<file path="src/rtl/nand_reduce_pkg.sv">
// Shared mode encodings and mode-decode helpers for the reduction pipeline.
package nand_reduce_pkg;

    localparam logic [1:0] MODE_NAND = 2'b00;
    localparam logic [1:0] MODE_AND  = 2'b01;
    localparam logic [1:0] MODE_NOR  = 2'b10;
    localparam logic [1:0] MODE_OR   = 2'b11;

    // OR-type modes reduce with OR; AND-type modes reduce with AND.
    function automatic logic is_or_type(input logic [1:0] mode);
        return mode[1];
    endfunction

    // NAND and NOR invert the raw reduction.
    function automatic logic invert(input logic [1:0] mode);
        return ~mode[0];
    endfunction

endpackage

</file>
<file path="src/rtl/nand_reduce_slice.sv">
// One elastic register slice: holds {valid, data}.
// It loads whenever it is empty or its downstream neighbour is taking its beat.
module nand_reduce_slice #(
    parameter int WIDTH = 8
) (
    input  logic             CLK,
    input  logic             RST_N,
    input  logic             up_valid,
    input  logic [WIDTH-1:0] up_data,
    output logic             up_ready,
    output logic             valid,
    output logic [WIDTH-1:0] data,
    input  logic             down_ready
);

    logic             valid_reg;
    logic [WIDTH-1:0] data_reg;
    logic             load;

    assign load     = !valid_reg || down_ready;
    assign up_ready = load;
    assign valid    = valid_reg;
    assign data     = data_reg;

    // Slice register: data only changes when a real beat is captured, so a
    // bubble passing through does not disturb the held value.
    always_ff @(posedge CLK or negedge RST_N) begin
        if (!RST_N) begin
            valid_reg <= 1'b0;
            data_reg  <= '0;
        end else if (load) begin
            valid_reg <= up_valid;
            if (up_valid) begin
                data_reg <= up_data;
            end
        end
    end

endmodule

</file>
<file path="src/rtl/nand_reduce_pipe.sv">
// Masked N-input bitwise NAND/AND/NOR/OR reduction followed by a chain of
// elastic register slices. Ready ripples combinationally from out_ready back
// to in_ready, so a full pipeline can accept and drain in the same cycle.
module nand_reduce_pipe
    import nand_reduce_pkg::*;
#(
    parameter int WIDTH  = 8,
    parameter int NIN    = 3,
    parameter int STAGES = 2
) (
    input  logic                 CLK,
    input  logic                 RST_N,
    input  logic [NIN*WIDTH-1:0] in_data,
    input  logic [NIN-1:0]       in_mask,
    input  logic [1:0]           in_mode,
    input  logic                 in_valid,
    output logic                 in_ready,
    output logic [WIDTH-1:0]     out_data,
    output logic                 out_valid,
    input  logic                 out_ready,
    output logic                 busy
);

    logic             or_type;
    logic [WIDTH-1:0] chan_term [NIN];
    logic [WIDTH-1:0] reduced;
    logic [WIDTH-1:0] result;
    logic [STAGES-1:0] valid_vec;

    assign or_type = is_or_type(in_mode);

    // A masked channel is replaced by the identity of the reduction operator
    // (all ones for AND, all zeros for OR) so it cannot affect the result.
    genvar gi;
    generate
        for (gi = 0; gi < NIN; gi++) begin : g_chan
            assign chan_term[gi] = in_mask[gi] ? in_data[gi*WIDTH +: WIDTH]
                                               : {WIDTH{~or_type}};
        end
    endgenerate

    // Reduce all channel terms, then apply the optional output inversion.
    always_comb begin
        reduced = {WIDTH{~or_type}};
        for (int k = 0; k < NIN; k++) begin
            reduced = or_type ? (reduced | chan_term[k]) : (reduced & chan_term[k]);
        end
        result = invert(in_mode) ? ~reduced : reduced;
    end

    // Slice chain: each slice's upstream is its predecessor, its downstream
    // ready is its successor's load (or out_ready for the last one).
    generate
        for (gi = 0; gi < STAGES; gi++) begin : g_stage
            logic             up_valid;
            logic [WIDTH-1:0] up_data;
            logic             up_ready;
            logic             down_ready;
            logic             valid;
            logic [WIDTH-1:0] data;

            if (gi == 0) begin : g_first
                assign up_valid = in_valid;
                assign up_data  = result;
            end else begin : g_mid
                assign up_valid = g_stage[gi-1].valid;
                assign up_data  = g_stage[gi-1].data;
            end

            if (gi == STAGES - 1) begin : g_last
                assign down_ready = out_ready;
            end else begin : g_inner
                assign down_ready = g_stage[gi+1].up_ready;
            end

            nand_reduce_slice #(
                .WIDTH(WIDTH)
            ) u_slice (
                .CLK       (CLK),
                .RST_N     (RST_N),
                .up_valid  (up_valid),
                .up_data   (up_data),
                .up_ready  (up_ready),
                .valid     (valid),
                .data      (data),
                .down_ready(down_ready)
            );

            assign valid_vec[gi] = valid;
        end
    endgenerate

    assign in_ready  = g_stage[0].up_ready;
    assign out_valid = g_stage[STAGES-1].valid;
    assign out_data  = g_stage[STAGES-1].data;
    assign busy      = |valid_vec;

endmodule
</file>
<file path="config.mk">
export PLATFORM = sky130hd
export DESIGN_NAME = nand_reduce_pipe
export DESIGN_NICKNAME = d
export VERILOG_FILES = /design/src/rtl/nand_reduce_pkg.sv /design/src/rtl/nand_reduce_slice.sv /design/src/rtl/nand_reduce_pipe.sv
export SDC_FILE = /design/constraint.sdc
export NUM_CORES = 1
export LEC_CHECK = 0
export CAP_MARGIN = 20
export CORE_UTILIZATION = 40
export DETAILED_ROUTE_END_ITERATION = 8
export MAX_ROUTING_LAYER = met4
export PLACE_DENSITY = 0.76
export SLEW_MARGIN = 20
export SYNTH_ARGS = -nofsm -noshare
export SYNTH_HDL_FRONTEND = slang
export SYNTH_SLANG_ARGS = --single-unit
</file>
<file path="constraint.sdc">
create_clock -name CLK -period 3.7 [get_ports CLK]
set_input_delay 1.11 -clock CLK [delete_from_list [all_inputs] [get_ports CLK]]
set_output_delay 1.11 -clock CLK [all_outputs]
set_load 0.02 [all_outputs]
</file>
==> results.py, run 1 <==
metrics = {
    "flow_run": {
        "cap_violations": 0,
    },
    "synthesis": {
        "synth_nets": 170,
        "synth_cell_type_count": 25,
        "post_synth_inst_count": 137,
        "yosys_warnings": 0,
        "synthTopCellsByArea": "sky130_fd_sc_hd__dfrtp_1 34%, sky130_fd_sc_hd__nand2b_1 8.1%, sky130_fd_sc_hd__mux2_2 6.9%",
        "synth_sequential_area_ratio": 0.344,
        "synthesis.area_per_instance_um2": 9.54,
        "syn-cell-area_um2": 1310,
        "synth.largest_area_cell": "sky130_fd_sc_hd__dfrtp_1",
        "ys_ff_latch": 18,
        "synth_top_area_share": 0.344,
    },
    "floorplanning": {
        "die_extent_in_y_um": 59.2,
        "design.die.area_um2": 3500,
        "pin_count": 44,
        "die_width_um": 59.2,
        "row_count": 20,
        "design.core.area_um2": 3080,
        "initial_utilization": 0.425,
    },
    "detailed_routing": {
        "antenna_left": 0,
        "avgViaCountPerCell": 5.63,
        "route.detailed.drc": 0,
        "drt-initial-drc-count": 37,
        "postRouteWirelength_um": 2950,
        "drt-wirelength-per-cell_um": 13.5,
        "drt_first_pass_iters": 5,
        "route.vias.total": 1228,
    },
    "setup_path": {
        "ff2ff_path_depth": 5,
        "cp_cell_sequence": "clkdlybuf4s50_1 -> and3b_1 -> inv_2 -> clkdlybuf4s50_1",
        "reg2reg_setup_slack_ns": 2.13,
        "cp-start-kind": "primary input",
        "timing.rr.end": "g_stage[0].u_slice.data[2]$_DFFE_PN0P_",
        "crit_path_max_cell_delay_ns": 0.60,
        "regToRegStartpoint": "g_stage[1].u_slice.valid$_DFFE_PN0P_",
        "worst_path_most_repeated_cell": "sky130_fd_sc_hd__clkdlybuf4s50_1",
        "worst_path_max_delay_cell": "sky130_fd_sc_hd__clkdlybuf4s50_1",
        "critPathRequiredTime_ns": 2.59,
        "worst_setup_path_end_kind": "output pin",
        "cpLargestDelayFamily": "buffers and inverters",
        "cp.buffers_inverters": 3,
        "worst-path-max-fanout": 2,
        "worst_ep_arrival_time_ns": 2.44,
        "timing_worst_setup_path_type": "in2out",
    },
    "final_layout": {
        "diodes": 0,
        "instances_no_fill": 218,
        "post_route_cells_drive_above_1_share": 0.0977,
        "largest_register_ff_count": 16,
        "fin_nets": 209,
        "areaGrowthSynthToFinish_pct": 34.5,
    },
    "timing": {
        "rsz_0062_raised_after_global_routing": "no",
        "hold_violations": 0,
        "layout_setup_ws_ns": 0.154,
        "timing.fmax_ghz": 0.282,
        "slew_violations": 0,
        "post-route-period-util": 0.958,
        "setup_tns_ns": 0,
        "setup_viol": 0,
        "final_period_minus_worst_setup_slack_ns": 3.55,
        "worst-slew-pin-transition_ns": 0.761,
        "worst_slew_margin_rel": 0.491,
        "skew_ns": 0.00273,
    },
    "clock_tree": {
        "cts.repair.resized": 0,
        "clock_sink_count": 18,
        "cts_tree": "built",
        "clock_tree.buffer_depth": 2,
        "ctsRootBufferMaster": "sky130_fd_sc_hd__clkbuf_4",
        "htree_levels": 1,
        "clock_latency_ns": 0.28,
        "post-cts-setup-buffers": 0,
        "tritoncts.num_buffers": 3,
        "post_cts_hold_buffer_count": 0,
        "cts.clk_slew.worst_paths_ns": 0.09,
    },
    "grt": {
        "first_global_vias": 1205,
        "grt_pass1_wl_um": 5000,
        "antenna_violations_before_repair": 0,
        "global_route.usage.total": 0.191,
        "grt_overflow": 0,
        "pin_count_of_the_biggest_net_entering_global_routing": 21,
    },
    "placed_design": {
        "detailed_place_hpwl_um": 2400,
        "gp_routability_congestion": 0.735,
        "number_of_placed_cells_counting_well_taps": 215,
        "preCtsSetupSlack_ns": 0.151,
        "port_buffers": 43,
    },
    "worst_hold_path": {
        "hp-class": "reg2reg",
        "worstHoldStart": "g_stage[1].u_slice.data[5]$_DFFE_PN0P_",
        "hold_end": "g_stage[1].u_slice.data[5]$_DFFE_PN0P_",
        "hold-path-cell-count": 1,
    },
    "outcome": {
        "outcome": "completed",
    },
    "power": {
        "cellPowerDensity_nw_per_um2": 354,
        "power.leakage_nw": 0.655,
        "worst_ir_drop_vdd_mv": 0.125,
    },
}
[synthesized netlist by cell type]
library cell	instances
sky130_fd_sc_hd__nor3b_1	8
sky130_fd_sc_hd__buf_1	2
sky130_fd_sc_hd__mux2_2	8
sky130_fd_sc_hd__inv_2	1
sky130_fd_sc_hd__nand2b_1	17
sky130_fd_sc_hd__nor4b_1	8
sky130_fd_sc_hd__or2b_1	2
sky130_fd_sc_hd__buf_6	3
sky130_fd_sc_hd__or2_2	1
sky130_fd_sc_hd__nor2_1	1
sky130_fd_sc_hd__and3b_1	1
sky130_fd_sc_hd__o22ai_1	8
sky130_fd_sc_hd__nand3b_1	8
sky130_fd_sc_hd__a22o_1	8
sky130_fd_sc_hd__dfrtp_1	18
sky130_fd_sc_hd__and2_1	2
sky130_fd_sc_hd__a21boi_0	8
sky130_fd_sc_hd__clkbuf_1	2
sky130_fd_sc_hd__a21oi_1	16
sky130_fd_sc_hd__and3_4	1
sky130_fd_sc_hd__buf_4	1
sky130_fd_sc_hd__a31oi_1	8
sky130_fd_sc_hd__nand2_1	1
sky130_fd_sc_hd__buf_2	3
sky130_fd_sc_hd__nor4b_4	1
[through the flow]
step / hold WS (ns) / util / power, mW / instance area, µm²
after floorplan: 0.463 / - / 0.419 / 1310
after global placement: 0.482 / 0.564 / 0.529 / 1740
after detailed placement: 0.494 / 0.564 / 0.540 / 1740
after CTS: 0.514 / 0.572 / 0.630 / 1760
after global routing: 0.538 / 0.572 / 0.664 / 1760
final: 0.511 / 0.572 / 0.623 / 1760
[kinds of logic (layout without fill, tap and decap cells)]
family	after synthesis	in the layout	synth area share
simple gates	51	51	0.292
compound gates	48	48	0.237
mux	8	8	0.0689
flops	18	18	0.344
buf+inv	12	49	0.0574
[where the power goes]
group	internal [mW]	leakage [nW]	switching, mW	total (mW)
logic	0.146	0.428	0.122	0.268
registers	0.243	0.213	0.0225	0.265
clock network	0.0377	0.0138	0.0517	0.0895
[layout by cell type, fill, tap and decap left out]
cell / count
sky130_fd_sc_hd__nor4b_1: 8
sky130_fd_sc_hd__a31oi_1: 8
sky130_fd_sc_hd__or2_2: 1
sky130_fd_sc_hd__and3b_1: 1
sky130_fd_sc_hd__and3_4: 1
sky130_fd_sc_hd__dfrtp_1: 18
sky130_fd_sc_hd__nand2b_1: 17
sky130_fd_sc_hd__a21boi_0: 8
sky130_fd_sc_hd__buf_4: 2
sky130_fd_sc_hd__o22ai_1: 8
sky130_fd_sc_hd__nor4b_4: 1
sky130_fd_sc_hd__nor3b_1: 8
sky130_fd_sc_hd__clkbuf_4: 3
sky130_fd_sc_hd__a21oi_1: 16
sky130_fd_sc_hd__nand2_1: 1
sky130_fd_sc_hd__or2b_1: 2
sky130_fd_sc_hd__and2_1: 2
sky130_fd_sc_hd__nor2_1: 1
sky130_fd_sc_hd__inv_2: 1
sky130_fd_sc_hd__a22o_1: 8
sky130_fd_sc_hd__clkdlybuf4s50_1: 43
sky130_fd_sc_hd__mux2_2: 8
sky130_fd_sc_hd__nand3b_1: 8
[how the worst max path moves through the flow]
stage / end / cells after the start / slack, ns / startpoint
2_1_floorplan: in_ready / 4 / 0.93 / out_ready
3_3_place_gp: in_ready / 4 / 0.19 / out_ready
3_5_place_dp: in_ready / 4 / 0.15 / out_ready
4_1_cts: in_ready / 4 / 0.15 / out_ready
5_1_grt: in_ready / 4 / 0.08 / out_ready
6_report: in_ready / 4 / 0.15 / out_ready
[area by class of cell]
class	count	area, µm²
multi-input combinational	107	782
inverter	1	3.75
tap	44	55.1
sequential	18	450
clock buffer	3	22.5
timing repair buffer	45	445
fill	286	1320
[routing by layer]
metal,track usage,up-vias,routed length (µm)
li1,-,596,-
met5,-,-,0
met4,0.0680,0,12
met1,0.211,566,1300
met3,0.0131,4,178
met2,0.360,62,1470
Power figures use the tool's default switching activity.
==> run 2, diff against run 1 <==
CORE_UTILIZATION = 30   (was 40)
MAX_ROUTING_LAYER = unset   (was met4)
PLACE_DENSITY = 0.61   (was 0.76)
==> results.py, run 2 (synthesis results as in run 1) <==
metrics = {
    "final_layout": {
        "post_route_cells_drive_above_1_share": 0.103,
        "diodes": 0,
        "mostFrequentLayoutCell": "sky130_fd_sc_hd__clkdlybuf4s50_1",
        "largest_register_ff_count": 16,
        "areaGrowthSynthToFinish_pct": 37.6,
        "most_frequent_cells_in_the_layout": "43 x sky130_fd_sc_hd__clkdlybuf4s50_1, 18 x sky130_fd_sc_hd__dfrtp_1, 17 x sky130_fd_sc_hd__nand2b_1",
        "finished_core_util": 0.440,
        "fin_nets": 209,
    },
    "worst_hold_path": {
        "hold_end": "g_stage[1].u_slice.data[5]$_DFFE_PN0P_",
        "hold-path-cell-count": 1,
        "worstHoldStart": "g_stage[1].u_slice.data[5]$_DFFE_PN0P_",
        "hp-class": "reg2reg",
    },
    "detailed_routing": {
        "postRouteWirelength_um": 3200,
        "drt-initial-drc-count": 49,
        "route.vias.total": 1218,
        "antenna_left": 0,
        "drt_first_pass_iters": 4,
        "avgViaCountPerCell": 5.41,
        "drt-wirelength-per-cell_um": 14.2,
        "route.detailed.drc": 0,
    },
    "grt": {
        "grt_overflow": 0,
        "pin_count_of_the_biggest_net_entering_global_routing": 21,
        "grt_pass1_wl_um": 4880,
        "global_route.usage.total": 0.139,
        "antenna_violations_before_repair": 0,
        "first_global_vias": 1111,
    },
    "setup_path": {
        "cpLargestDelayFamily": "buffers and inverters",
        "regToRegStartpoint": "g_stage[1].u_slice.valid$_DFFE_PN0P_",
        "timing.rr.end": "g_stage[0].u_slice.data[2]$_DFFE_PN0P_",
        "reg2reg_setup_slack_ns": 2.11,
        "worst-path-max-fanout": 2,
        "worst_ep_arrival_time_ns": 2.41,
        "cp_cell_sequence": "clkdlybuf4s50_1 -> and3b_1 -> inv_2 -> clkdlybuf4s50_1",
        "critPathRequiredTime_ns": 2.59,
        "cp-start-kind": "primary input",
        "crit_path_max_cell_delay_ns": 0.58,
        "timing_worst_setup_path_type": "in2out",
        "worst_path_most_repeated_cell": "sky130_fd_sc_hd__clkdlybuf4s50_1",
        "worst_setup_path_end_kind": "output pin",
        "cp.buffers_inverters": 3,
        "worst_path_max_delay_cell": "sky130_fd_sc_hd__clkdlybuf4s50_1",
        "ff2ff_path_depth": 5,
    },
    "power": {
        "power.leakage_nw": 0.669,
        "total_power_mw": 0.691,
        "worst_ir_drop_vdd_mv": 0.142,
        "cellPowerDensity_nw_per_um2": 384,
    },
    "timing": {
        "post-route-period-util": 0.951,
        "rsz_0062_raised_after_global_routing": "no",
        "setup_tns_ns": 0,
        "timing.fmax_ghz": 0.284,
        "hold_violations": 0,
        "setup_viol": 0,
        "whs_ns": 0.505,
        "layout_setup_ws_ns": 0.180,
        "slew_violations": 0,
        "worst_slew_margin_rel": 0.491,
        "worst-slew-pin-transition_ns": 0.761,
        "skew_ns": 0.00284,
        "final_period_minus_worst_setup_slack_ns": 3.52,
    },
    "flow_run": {
        "cap_violations": 0,
    },
    "floorplanning": {
        "die_width_um": 68.0,
        "design.die.area_um2": 4630,
        "pin_count": 44,
        "initial_utilization": 0.320,
        "row_count": 23,
        "design.core.area_um2": 4090,
        "die_extent_in_y_um": 68.0,
    },
    "clock_tree": {
        "cts.repair.resized": 0,
        "cts.clk_slew.worst_paths_ns": 0.06,
        "post-cts-setup-buffers": 0,
        "tritoncts.num_buffers": 3,
        "clock_tree.buffer_depth": 2,
        "clock_latency_ns": 0.25,
        "clock_sink_count": 18,
        "post_cts_hold_buffer_count": 0,
        "cts_tree": "built",
        "htree_levels": 1,
        "ctsRootBufferMaster": "sky130_fd_sc_hd__clkbuf_8",
    },
    "placed_design": {
        "detailed_place_hpwl_um": 2630,
        "gp_routability_congestion": 0.641,
        "preCtsSetupSlack_ns": 0.174,
        "port_buffers": 43,
    },
    "outcome": {
        "outcome": "completed",
    },
}
## run 2: cell types whose count changed in the layout (fill, tap and decap cells not counted), sizes merged
cell | before | now
clkbuf | 3 | 4
## run 2: cell type report
| cell class | instances | area [µm²] |
|---|---|---|
| Multi-Input combinational cell | 107 | 782 |
| Tap cell | 50 | 62.6 |
| Timing Repair Buffer | 45 | 445 |
| Inverter | 1 | 3.75 |
| Fill cell | 401 | 2290 |
| Clock buffer | 4 | 55.1 |
| Sequential cell | 18 | 450 |
## run 2: stage by stage
| stage | std cells | cell area [µm²] |
|---|---|---|
| after CTS | 225 | 1800 |
| after global placement | 221 | 1740 |
| after global routing | 225 | 1800 |
| after detailed placement | 221 | 1740 |
| after floorplan | 137 | 1310 |
| final | 225 | 1800 |
## run 2: layer usage
metal	wire, µm	GRT usage	part of all wire	vias to the layer above
li1	-	-	-	595
met1	1500	0.171	0.47	565
met2	1460	0.245	0.46	54
met3	202	0.0200	0.063	4
met4	29	0.0469	0.0091	0
met5	0	0	0	-
## run 2: how the worst max path moves through the flow
stage / start / endpoint / slack (ns) / depth (start not counted)
2_1_floorplan: out_ready / in_ready / 0.93 / 4
3_3_place_gp: out_ready / in_ready / 0.19 / 4
3_5_place_dp: out_ready / in_ready / 0.17 / 4
4_1_cts: out_ready / in_ready / 0.17 / 4
5_1_grt: out_ready / in_ready / 0.13 / 4
6_report: out_ready / in_ready / 0.18 / 4
## run 2: power breakdown
| part | total (mW) | switching (mW) | internal, mW |
|---|---|---|---|
| Clock | 0.153 | 0.0587 | 0.0944 |
| Combinational | 0.270 | 0.124 | 0.146 |
| Sequential | 0.268 | 0.0242 | 0.243 |
| Total | 0.691 | 0.206 | 0.484 |
